## src/rtl/design1_bist_pkg.sv

```systemverilog
// Shared types and constants for the design1 BIST wrapper: FSM states,
// LFSR/MISR widths and tap masks, and the LFSR step used to walk input vectors.
package design1_bist_pkg;

  localparam int LFSR_W = 14;
  localparam int MISR_W = 8;

  // Tap masks: LFSR feedback from bits 13,4,2,0; MISR feedback from bits 7,5,4,3
  localparam logic [LFSR_W-1:0] LFSR_TAPS     = 14'h2015;
  localparam logic [MISR_W-1:0] MISR_TAPS     = 8'hB8;
  localparam logic [LFSR_W-1:0] SEED_ZERO_SUB = 14'h0001;

  typedef enum logic [1:0] {
    IDLE  = 2'd0,
    RUN   = 2'd1,
    DRAIN = 2'd2,
    DONE  = 2'd3
  } bist_state_e;

  function automatic logic [LFSR_W-1:0] lfsr_next(input logic [LFSR_W-1:0] v);
    return {v[LFSR_W-2:0], ^(v & LFSR_TAPS)};
  endfunction

endpackage

```

## src/rtl/design1_bist_ctrl_misr.sv

```systemverilog
// 8-bit multiple-input signature register; clear wins over enable.
module bist_misr
  import design1_bist_pkg::*;
(
  input  logic              clk,
  input  logic              rst,
  input  logic              clr,
  input  logic              en,
  input  logic [MISR_W-1:0] d,
  output logic [MISR_W-1:0] sig
);

  always_ff @(posedge clk) begin
    if (rst || clr)
      sig <= '0;
    else if (en)
      sig <= {sig[MISR_W-2:0], ^(sig & MISR_TAPS)} ^ d;
  end

endmodule

```

## src/rtl/design1_bist_ctrl.sv

```systemverilog
// BIST wrapper around the design1 cone: LFSR vector generator, optional response
// capture stage and MISR compaction, sequenced by a four-state FSM.
module design1_bist_ctrl
  import design1_bist_pkg::*;
#(
  parameter int CNT_W   = 16,
  parameter int OUT_REG = 1
) (
  input  logic              clk,
  input  logic              rst,
  input  logic              start,
  input  logic [LFSR_W-1:0] seed,
  input  logic [CNT_W-1:0]  num_vec,
  output logic [LFSR_W-1:0] dut_in,
  input  logic [MISR_W-1:0] dut_out,
  output logic              busy,
  output logic              done,
  output logic [MISR_W-1:0] signature
);

  localparam int STAGES = (OUT_REG != 0) ? 1 : 0;

  bist_state_e       state, state_nxt;
  logic [CNT_W-1:0]  count, count_nxt;
  logic [LFSR_W-1:0] dut_in_nxt;
  logic              accept;
  logic              run_vld;
  logic [STAGES:0]   vld_pipe;
  logic              misr_en;
  logic [MISR_W-1:0] misr_d;

  assign accept  = (state == IDLE) && start;
  assign run_vld = (state == RUN);
  assign busy    = (state == RUN) || (state == DRAIN);
  assign done    = (state == DONE);

  always_ff @(posedge clk) begin
    if (rst) begin
      state  <= IDLE;
      count  <= '0;
      dut_in <= '0;
    end else begin
      state  <= state_nxt;
      count  <= count_nxt;
      dut_in <= dut_in_nxt;
    end
  end

  always_comb begin
    state_nxt  = state;
    count_nxt  = count;
    dut_in_nxt = dut_in;
    case (state)
      IDLE: if (start) begin
        count_nxt  = num_vec;
        dut_in_nxt = (seed == '0) ? SEED_ZERO_SUB : seed;
        state_nxt  = (num_vec == '0) ? DONE : RUN;
      end
      RUN: begin
        count_nxt = count - CNT_W'(1);
        // The last vector stays on the cone so its response can still be captured
        if (count == CNT_W'(1))
          state_nxt = (OUT_REG != 0) ? DRAIN : DONE;
        else
          dut_in_nxt = lfsr_next(dut_in);
      end
      DRAIN:   state_nxt = DONE;
      DONE:    state_nxt = IDLE;
      default: state_nxt = IDLE;
    endcase
  end

  // The valid bit follows the response to the MISR, so the capture stage's first
  // (empty) slot is skipped and the DRAIN cycle absorbs the last captured value.
  generate
    if (OUT_REG != 0) begin : g_cap
      logic              cap_vld;
      logic [MISR_W-1:0] cap_q;

      always_ff @(posedge clk) begin
        if (rst || accept) begin
          cap_vld <= 1'b0;
          cap_q   <= '0;
        end else begin
          cap_vld <= run_vld;
          if (run_vld)
            cap_q <= dut_out;
        end
      end

      assign vld_pipe = {cap_vld, run_vld};
      assign misr_d   = cap_q;
    end else begin : g_direct
      assign vld_pipe = run_vld;
      assign misr_d   = dut_out;
    end
  endgenerate

  assign misr_en = vld_pipe[STAGES];

  bist_misr u_misr (
    .clk (clk),
    .rst (rst),
    .clr (accept),
    .en  (misr_en),
    .d   (misr_d),
    .sig (signature)
  );

endmodule
```

## config.mk

```make
export PLATFORM = sky130hd
export DESIGN_NAME = design1_bist_ctrl
export DESIGN_NICKNAME = d
export VERILOG_FILES = /design/src/rtl/design1_bist_pkg.sv /design/src/rtl/design1_bist_ctrl_misr.sv /design/src/rtl/design1_bist_ctrl.sv
export SDC_FILE = /design/constraint.sdc
export NUM_CORES = 1
export LEC_CHECK = 0
export ABC_AREA = 0
export CAP_MARGIN = 20
export CORE_UTILIZATION = 54
export CTS_CLUSTER_DIAMETER = 60
export DETAILED_ROUTE_END_ITERATION = 6
export PLACE_DENSITY = 0.92
export SKIP_LAST_GASP = 1
export SYNTH_ARGS = -nofsm -noshare
export SYNTH_HDL_FRONTEND = slang
export SYNTH_HIERARCHICAL = 1
export SYNTH_SLANG_ARGS = --single-unit
```

## constraint.sdc

```tcl
create_clock -name clk -period 3.6 [get_ports clk]
set_clock_uncertainty 0.05 [all_clocks]
set_input_delay 1.08 -clock clk [delete_from_list [all_inputs] [get_ports clk]]
set_output_delay 1.08 -clock clk [all_outputs]
set_load 0.05 [all_outputs]
```

Yosys cells after proc, flatten, opt, wreduce, memory -nomap -nowiden

Cells that the tools add are included.

Reductions and logical operators: 12
Equality and inequality tests: 7
Bitwise gates (word level): 1
Muxes and demuxes: 10
Add/sub/neg operators: 1

Operators with widths:

| operator                                                                | number |
|---|---|
| 14-bit 2-to-1 mux                                                       | 3 |
| 16-bit case mux with 2 select lines                                     | 1 |
| 14-bit case mux with 2 select lines                                     | 1 |
| 16-bit by 1-bit equality test with 1-bit output (second input constant) | 1 |
| 16-bit zero test                                                        | 1 |
| 16-bit 2-to-1 mux                                                       | 1 |
| 16-bit by 1-bit subtractor with 16-bit output (second input constant)   | 1 |
| 14-bit zero test                                                        | 1 |
| 14-bit parity                                                           | 1 |
| 2-bit case mux with 4 select lines                                      | 1 |
| 8-bit parity                                                            | 1 |
| 8-bit XOR                                                               | 1 |
| 2-bit 2-to-1 mux                                                        | 3 |
| 2-bit equality test (second input constant)                             | 2 |
| 2-bit != test (second input constant)                                   | 2 |
| 2-bit AND reduction                                                     | 2 |
| 3-bit AND reduction                                                     | 1 |
| 2-bit by 1-bit equality test with 1-bit output (second input constant)  | 1 |
| 2-bit zero test                                                         | 1 |
| 1-bit logical OR                                                        | 2 |
| 2-bit by 1-bit != test with 1-bit output (second input constant)        | 1 |
| 2-bit nonzero test                                                      | 1 |
| 1-bit logical AND                                                       | 1 |

Input bits: 41
Bits in registers: 49
Word-level logic and storage cells: 37
Output and inout bits: 24

Depth between registers and ports, before layout

Gate-level depths: netlist of run 1.

Depth in word-level cells: 4
Depth in mapped cells: 9
Depth with buffers taken out: 7

Cells and area by module

Netlist of run 1, hierarchy kept.

By module, submodules not included:

| module            | cells each | seq. area each (µm²) | instances | area an instance (µm²) |
|---|---|---|---|---|
| design1_bist_ctrl | 282        | 820.8                | 1         | 2,464.9 |
| bist_misr         | 41         | 160.2                | 1         | 395.4 |

Worst setup path after synthesis of run 1

OpenSTA, ideal clock, no wires.

Kind: flip-flop to flip-flop
From: register count[3]
To: register dut_in[4]
Required time: 3.478 ns
Path buffers: 2
Clock period less this slack: 2.232 ns
Stages on the path, launching flop included: 7
Library setup time: 0.072 ns
Arrival time: 2.110 ns
Slack: 1.368 ns
Cells stage by stage: dfxtp_1 -> or4_4 -> buf_6 -> or4_4 -> o21ai_4 -> buf_12 -> mux2i_1

Cells in the longest elaborated chain, start to end: 3

Ends and longest elaborated chain:

| element                                         | line                    | source |
|---|---|---|
| from (decl)                                     | design1_bist_ctrl.sv:24 | `logic [CNT_W-1:0] count, count_nxt;` |
| from (signal assigned)                          | design1_bist_ctrl.sv:44 | `count <= count_nxt;` |
| 16-bit by 1-bit equality test with 1-bit output | design1_bist_ctrl.sv:62 | `if (count == CNT_W'(1))` |
| 2-bit != test (no source line)                  | n/a                     |  |
| 3-bit AND reduction (no source line)            | n/a                     |  |
| to (signal assigned)                            | design1_bist_ctrl.sv:45 | `dut_in <= dut_in_nxt;` |
| to (decl)                                       | design1_bist_ctrl.sv:14 | `output logic [LFSR_W-1:0] dut_in,` |

Every way passes these cells.
A chain may end at the register's enable or synchronous reset.

Worst setup path after layout of run 1

From: register state[1]
To: output busy

Cells in the longest elaborated chain, start to end: 2
Elaborated cells on any way between the ends: 3
Classes of those cells: eq/ne: 2; reduce/logical: 1

Ends and longest elaborated chain:

| element                                                                                      | line                    | source |
|---|---|---|
| from (decl)                                                                                  | design1_bist_ctrl.sv:23 | `bist_state_e state, state_nxt;` |
| from (signal assigned)                                                                       | design1_bist_ctrl.sv:43 | `state <= state_nxt;` |
| 2-bit by 1-bit equality test with 1-bit output / 2-bit equality test (equally long branches) | design1_bist_ctrl.sv:34 | `assign busy = (state == RUN) \|\| (state == DRAIN);` |
| 1-bit logical OR *                                                                           | design1_bist_ctrl.sv:34 |  |
| to (decl)                                                                                    | design1_bist_ctrl.sv:16 | `output logic busy,` |

Every way passes the cells marked *; elsewhere a longest branch is shown, timed or not.

==> impl_results.md, run 1 <==
* Synthesized area at 2860 µm²
* Mapped Nets at 370
* DR DRC count at 0
* FMAX at 330 MHz
* Initial core utilization at 0.560
* Drt total wl at 7030 µm
* Vias in the first global route at 2492
* Global-route wire length before repair at 11300 µm
* Worst Setup End Kind: primary output
* DR WL/cell at 15.7 µm
* Post-synth EDFFs at 0
* Router iterations before antenna repair at 5
* Design Power at 2.88 mW
* # diodes at 0
* Most frequent cells in the layout: clkdlybuf4s50_1, dfxtp_1, nand2_1
* Peak supply drop at 734 µV
* Final setup margin at 0.566 ns
* Hold Path Sink: dut_in[8]$_SDFFE_PP0P_
* CTS Buf Count at 5
* Antenna-violating nets left at 0
* Max-cap violation count at 0
* Die Ht at 74.8 µm
* Hold_buf cts at 0
* Status: finished clean
* Netlist cell types at 61
* # IOs at 65
* Normalized max-slew margin at 0.457
* Mapped Avg Cell Area at 8.86 µm²
* Crit path max-delay cell type: clkdlybuf4s50_1
* Die area at 5590 µm²
* PwrDens at 808 nW/µm²
* Clock-pin transition on the worst setup and hold timing paths at 0.10 ns
* Post-CTS setup repair buffer count at 0
* Part of the Yosys area used for sequential elements at 0.343
* Reg2reg start: count[0]$_SDFFE_PP0P_
* Final-report hold violation count at 0
* Worst-margin pin slew at 0.814 ns
* Leak at 1.32 nW
* Critical path's largest stage delay at 0.81 ns
* Fill count at 412
* Port bufs at 64
* Clock root cell: clkbuf_8
* Synth Flop Type: dfxtp_1
* Setup Viol. Count Final at 0
* Initial antenna violation count at 0
* CP startpoint kind: register
* Setup WS pre-CTS at 0.621 ns
* Placer congestion estimate at 0.935
* FP Rows at 26
* Arrival @ worst endpoint at 1.90 ns
* Commonest non-fill, non-tap cell in the layout: clkdlybuf4s50_1
* Synthesized flop and latch total at 49
* Setup TNS at 0 ns
* HP Start: dut_in[8]$_SDFFE_PP0P_
* HP Class: register to register
* Clock latency on the worst-skew pair at 0.31 ns
* Worst-path cell chain: inv_1 -> ha_1 -> clkdlybuf4s50_1
* Area growth syn-to-layout at 24.5%
* Final worst path period share at 0.843
* CTS resizes at 0
* Reg2reg path depth at 5
* Layout cells sized above 1 at 0.101
* CTS tree: done
* RSZ-0062 raised after global routing: false
* Period minus WS final at 3.03 ns
* Total GRT Usage at 0.261
* Worst Path Max Fanout at 4
* HPWL after detailed placement at 4980 µm
* H-tree depth at 2
* Clock Tree Buf Depth at 2
* Worst Hold Depth at 2
* Fin nets at 423
* R2r endpoint: dut_in[12]$_SDFFE_PP0P_
* Drt via density at 6.03
* CTS sink cnt at 49
* Largest net degree at the start of global routing at 36
* Req. time, crit path at 2.47 ns
* Yosys synthesis warning count at 6
* Final slew viol count at 0
* Kind of critical path: register to primary output
* Post-synth ARST share at 0
* Gate Count Post-Synth at 323
* Remaining global-route overflow at 0
* First DRT Iteration DRCs at 233
* Via Count at 2695
* Worst reg-to-reg setup slack at 1.06 ns
* Core area at 5110 µm²
* Die W at 74.8 µm
[kinds of logic (layout without fill, tap and decap cells)]
kind of cell / Yosys count / after routing / share of synthesized area
xor+xnor: 12 / 12 / 0.0416
compound gates: 68 / 68 / 0.169
fa+ha+maj: 6 / 6 / 0.0262
mux: 41 / 41 / 0.150
simple gates: 117 / 117 / 0.206
flops: 49 / 49 / 0.343
buf+inv: 30 / 84 / 0.0639
[sequential cells by signal (all words and copies together), names as in the netlist]
register       count
u_misr/sig         8
count             16
dut_in            14
state              2
g_cap.cap_vld      1
g_cap.cap_q        8
[critical path, delay by kind of cell, from the launching register on]
kind | cells | cell delay (ns)
flip-flops | 1 | 0.39
adder cells (fa/ha/maj) | 1 | 0.30
buffers and inverters | 2 | 0.91
[how the worst max path moves through the flow]
stage / start / endpoint / slack, ns / cells past startpoint
after floorplan: count[3]$_SDFFE_PP0P_ / dut_in[4]$_SDFFE_PP0P_ / 1.37 / 6
after global placement: start / u_misr/sig[0]$_SDFFE_PP0P_ / 0.74 / 6
after detailed placement: start / u_misr/sig[0]$_SDFFE_PP0P_ / 0.62 / 6
after CTS: state[1]$_SDFFE_PP0P_ / busy / 0.56 / 3
after global routing: state[1]$_SDFFE_PP0P_ / busy / 0.48 / 3
final: state[1]$_SDFFE_PP0P_ / busy / 0.57 / 3
[final cells by class]
| type | count | area (µm²) | share of cell area |
|---|---|---|---|
| Multi-Input combinational cell | 244 | 1700 | 0.477 |
| Sequential cell | 49 | 981 | 0.275 |
| Timing Repair Buffer | 68 | 671 | 0.188 |
| Tap cell | 70 | 87.6 | 0.0246 |
| Clock buffer | 5 | 68.8 | 0.0193 |
| Inverter | 8 | 30.0 | 0.00843 |
| Clock inverter | 3 | 25.0 | 0.00702 |
[metal layers]
| layer | part of all wire | GRT usage | vias up | wire length (µm) |
|---|---|---|---|---|
| li1 | - | - | 1290 | - |
| met1 | 0.44 | 0.342 | 1295 | 3070 |
| met2 | 0.49 | 0.427 | 102 | 3440 |
| met3 | 0.064 | 0.0535 | 8 | 449 |
| met4 | 0.0090 | 0.0943 | 0 | 63 |
| met5 | 0 | 0 | - | 0 |
[per-stage QoR]
| step | cell area, µm² | util | hold slack [ns] | std cells |
|---|---|---|---|---|
| 5_1_grt | 3560 | 0.697 | 0.452 | 447 |
| 4_1_cts | 3560 | 0.697 | 0.430 | 447 |
| 3_3_place_gp | 3470 | 0.679 | 0.406 | 439 |
| 6_report | 3560 | 0.697 | 0.429 | 447 |
| 2_1_floorplan | 2860 | - | 0.407 | 323 |
| 3_5_place_dp | 3470 | 0.679 | 0.418 | 439 |
[synth_stat cells, types with 3 or more instances]
cell      instances  area [µm²]
nand3_1           5        25.0
nand2b_1          5        31.3
a211oi_1         10        75.1
xnor2_1           8        70.1
dfxtp_1          49         981
xor2_1            3        26.3
mux2_2           14         158
nand4_1           6        37.5
a21oi_1          16        80.1
a22oi_1           5        37.5
nor2b_1           3        18.8
ha_1              6        75.1
clkbuf_1         12        45.0
mux2i_1          27         270
buf_6             4        45.0
o22ai_1           4        25.0
inv_1             6        22.5
nand2_1          31         116
nor4_1            8        50.1
nor3_1           10        50.1
o32ai_1           3        26.3
and3_1            3        18.8
o21ai_0           8        40.0
nor2_1           29         109
or3_1             4        25.0
[report_power, final]
part           switching (mW)  internal, mW  total [mW]  leakage [nW]
Combinational           0.966         0.678        1.64         0.871
Sequential              0.184         0.704       0.888         0.401
Clock                   0.204         0.141       0.345        0.0447
Total                    1.35          1.52        2.88          1.32
Power figures use the tool's default switching activity.
==> run 2: changes to the inputs <==
--- a/config.mk
+++ b/config.mk
@@ -7,10 +7,10 @@
 export LEC_CHECK = 0
 export ABC_AREA = 0
 export CAP_MARGIN = 20
-export CORE_UTILIZATION = 54
+export CORE_UTILIZATION = 51
 export CTS_CLUSTER_DIAMETER = 60
 export DETAILED_ROUTE_END_ITERATION = 6
-export PLACE_DENSITY = 0.92
+export PLACE_DENSITY = 0.88
 export SKIP_LAST_GASP = 1
 export SYNTH_ARGS = -nofsm -noshare
 export SYNTH_HDL_FRONTEND = slang
==> constraint.sdc (replaced) <==
create_clock -name clk -period 2.99 [get_ports clk]
set_clock_uncertainty 0.05 [all_clocks]
set_input_delay 0.897 -clock clk [delete_from_list [all_inputs] [get_ports clk]]
set_output_delay 0.897 -clock clk [all_outputs]
set_load 0.05 [all_outputs]
==> run 2 against run 1 <==
  * Via count down 0.96%
  * First-iteration DRC count decreased by 7.3%
  * Sequential power grew 20%
  * Critical path depth did not move
  * Critical endpoint unchanged
==> impl_results.md, run 2 (synthesis results as in run 1) <==
* R2r endpoint: dut_in[11]$_SDFFE_PP0P_
* Placed Area at 3470 µm²
* Final setup margin at 0.122 ns
* Die Ht at 76.9 µm
* Port bufs at 64
* HPWL after detailed placement at 4950 µm
* Crit path to: busy
* Setup WS pre-CTS at 0.236 ns
* Placer congestion estimate at 0.948
* Hold_buf cts at 0
* Largest net degree at the start of global routing at 29
* Metal2 WL at 3320 µm
* # diodes at 0
* CTS sink cnt at 49
* Setup TNS at 0 ns
* Combinational share of power at 0.571
* Clock latency on the worst-skew pair at 0.31 ns
* FMAX at 349 MHz
* Normalized max-slew margin at 0.600
* # IOs at 65
* Remaining global-route overflow at 0
* DR WL met3 at 511 µm
* CTS resizes at 0
* Initial antenna violation count at 0
* Die area at 5910 µm²
* Clock root cell: clkbuf_8
* CTS Buf Count at 5
* Clock Tree Buf Depth at 2
* Post-route cell area at 3560 µm²
* Reg2reg start: count[0]$_SDFFE_PP0P_
* DR DRC count at 0
* Highest metal used: met4
* Status: finished clean
* Final worst path period share at 0.959
* Antenna-violating nets left at 0
* Router iterations before antenna repair at 5
* Worst Setup End Kind: primary output
* Final-report hold violation count at 0
* Arrival @ worst endpoint at 1.92 ns
* Worst Path Max Fanout at 4
* Max-cap violation count at 0
* Flop pwr share at 0.308
* Drt total wl at 6940 µm
* Req. time, crit path at 2.04 ns
* Drt via density at 5.97
* Reg2reg path depth at 5
* Initial core utilization at 0.546
* Via Count at 2669
* Largest register by flop count: count
* Die W at 76.9 µm
* Layout cells sized above 1 at 0.101
* Worst reg-to-reg setup slack at 0.43 ns
* Global-route wire length before repair at 11400 µm
* Commonest non-fill, non-tap cell in the layout: clkdlybuf4s50_1
* Net Switching at 1.63 mW
* Max reg flops at 16
* Fin nets at 423
* CP startpoint: state[1]$_SDFFE_PP0P_
* Worst-margin pin slew at 0.597 ns
* H-tree depth at 2
* Most frequent cells in the layout: clkdlybuf4s50_1, dfxtp_1, nand2_1
* Period minus WS final at 2.87 ns
* Total GRT Usage at 0.237
* Switching Fraction at 0.471
* Core area at 5240 µm²
* Largest regs: count x16, dut_in x14
* Post-CTS setup repair buffer count at 0
* PwrDens at 971 nW/µm²
* HP Class: register to register
* FP Rows at 26
* DR WL/cell at 15.5 µm
* Peak supply drop at 660 µV
* First DRT Iteration DRCs at 216
* Leak at 1.32 nW
* Vias in the first global route at 2466
* Clock Power Share at 0.121
* Area growth syn-to-layout at 24.5%
* RSZ-0062 raised after global routing: false
* CTS tree: done
* Kind of critical path: register to primary output
* Design Power at 3.46 mW
* Setup Viol. Count Final at 0
* Internal power at 1.83 mW
* CP startpoint kind: register
* M1 wire length at 2980 µm
* Clock-pin transition on the worst setup and hold timing paths at 0.09 ns
* Final slew viol count at 0
==> run 2: cell counts in the layout (fill, tap and decap cells not counted) <==
Identical to the previous run, type by type.
==> run 2: power by group through the flow <==
stage               Combinational (mW)  Sequential, mW  Clock [mW]
global placement                  1.90            1.06           0
global route                      2.13            1.09       0.442
floorplan                         1.32            1.28           0
finish                            1.98            1.07       0.418
detailed placement                1.94            1.07           0
CTS                               1.96            1.06       0.421
==> run 2: worst min-delay path by stage <==
stage,from,endpoint,slack [ns],cells past startpoint
6_report,dut_in[7]$_SDFFE_PP0P_,dut_in[7]$_SDFFE_PP0P_,0.43,2
3_5_place_dp,dut_in[7]$_SDFFE_PP0P_,dut_in[7]$_SDFFE_PP0P_,0.42,2
2_1_floorplan,count[9]$_SDFFE_PP0P_,count[9]$_SDFFE_PP0P_,0.41,2
4_1_cts,dut_in[7]$_SDFFE_PP0P_,dut_in[7]$_SDFFE_PP0P_,0.43,2
5_1_grt,dut_in[12]$_SDFFE_PP0P_,dut_in[12]$_SDFFE_PP0P_,0.46,2
3_3_place_gp,dut_in[12]$_SDFFE_PP0P_,dut_in[12]$_SDFFE_PP0P_,0.41,2
==> run 2: stage by stage <==
stage | std cells | hold WS (ns) | utilization
floorplan | 323 | 0.407 | -
global placement | 439 | 0.408 | 0.662
detailed placement | 439 | 0.418 | 0.662
CTS | 447 | 0.432 | 0.680
global route | 447 | 0.460 | 0.680
finish | 447 | 0.431 | 0.680
==> run 2: worst max-delay path, cell delays in order (launching register included) <==
cell and delay (ns):
dfxtp_1 0.40, inv_1 0.10, ha_1 0.31, clkdlybuf4s50_1 0.81
==> run 2: cell type report <==
| type | count | area, µm² |
|---|---|---|
| Fill cell | 420 | 1680 |
| Inverter | 8 | 30.0 |
| Clock buffer | 5 | 68.8 |
| Sequential cell | 49 | 981 |
| Timing Repair Buffer | 68 | 671 |
| Clock inverter | 3 | 25.0 |
| Multi-Input combinational cell | 244 | 1700 |
| Tap cell | 70 | 87.6 |
==> run 2: metal layers <==
| metal | track usage | vias up |
|---|---|---|
| li1 | - | 1289 |
| met5 | 0 | - |
| met3 | 0.0583 | 14 |
| met2 | 0.395 | 117 |
| met4 | 0.0769 | 0 |
| met1 | 0.299 | 1249 |
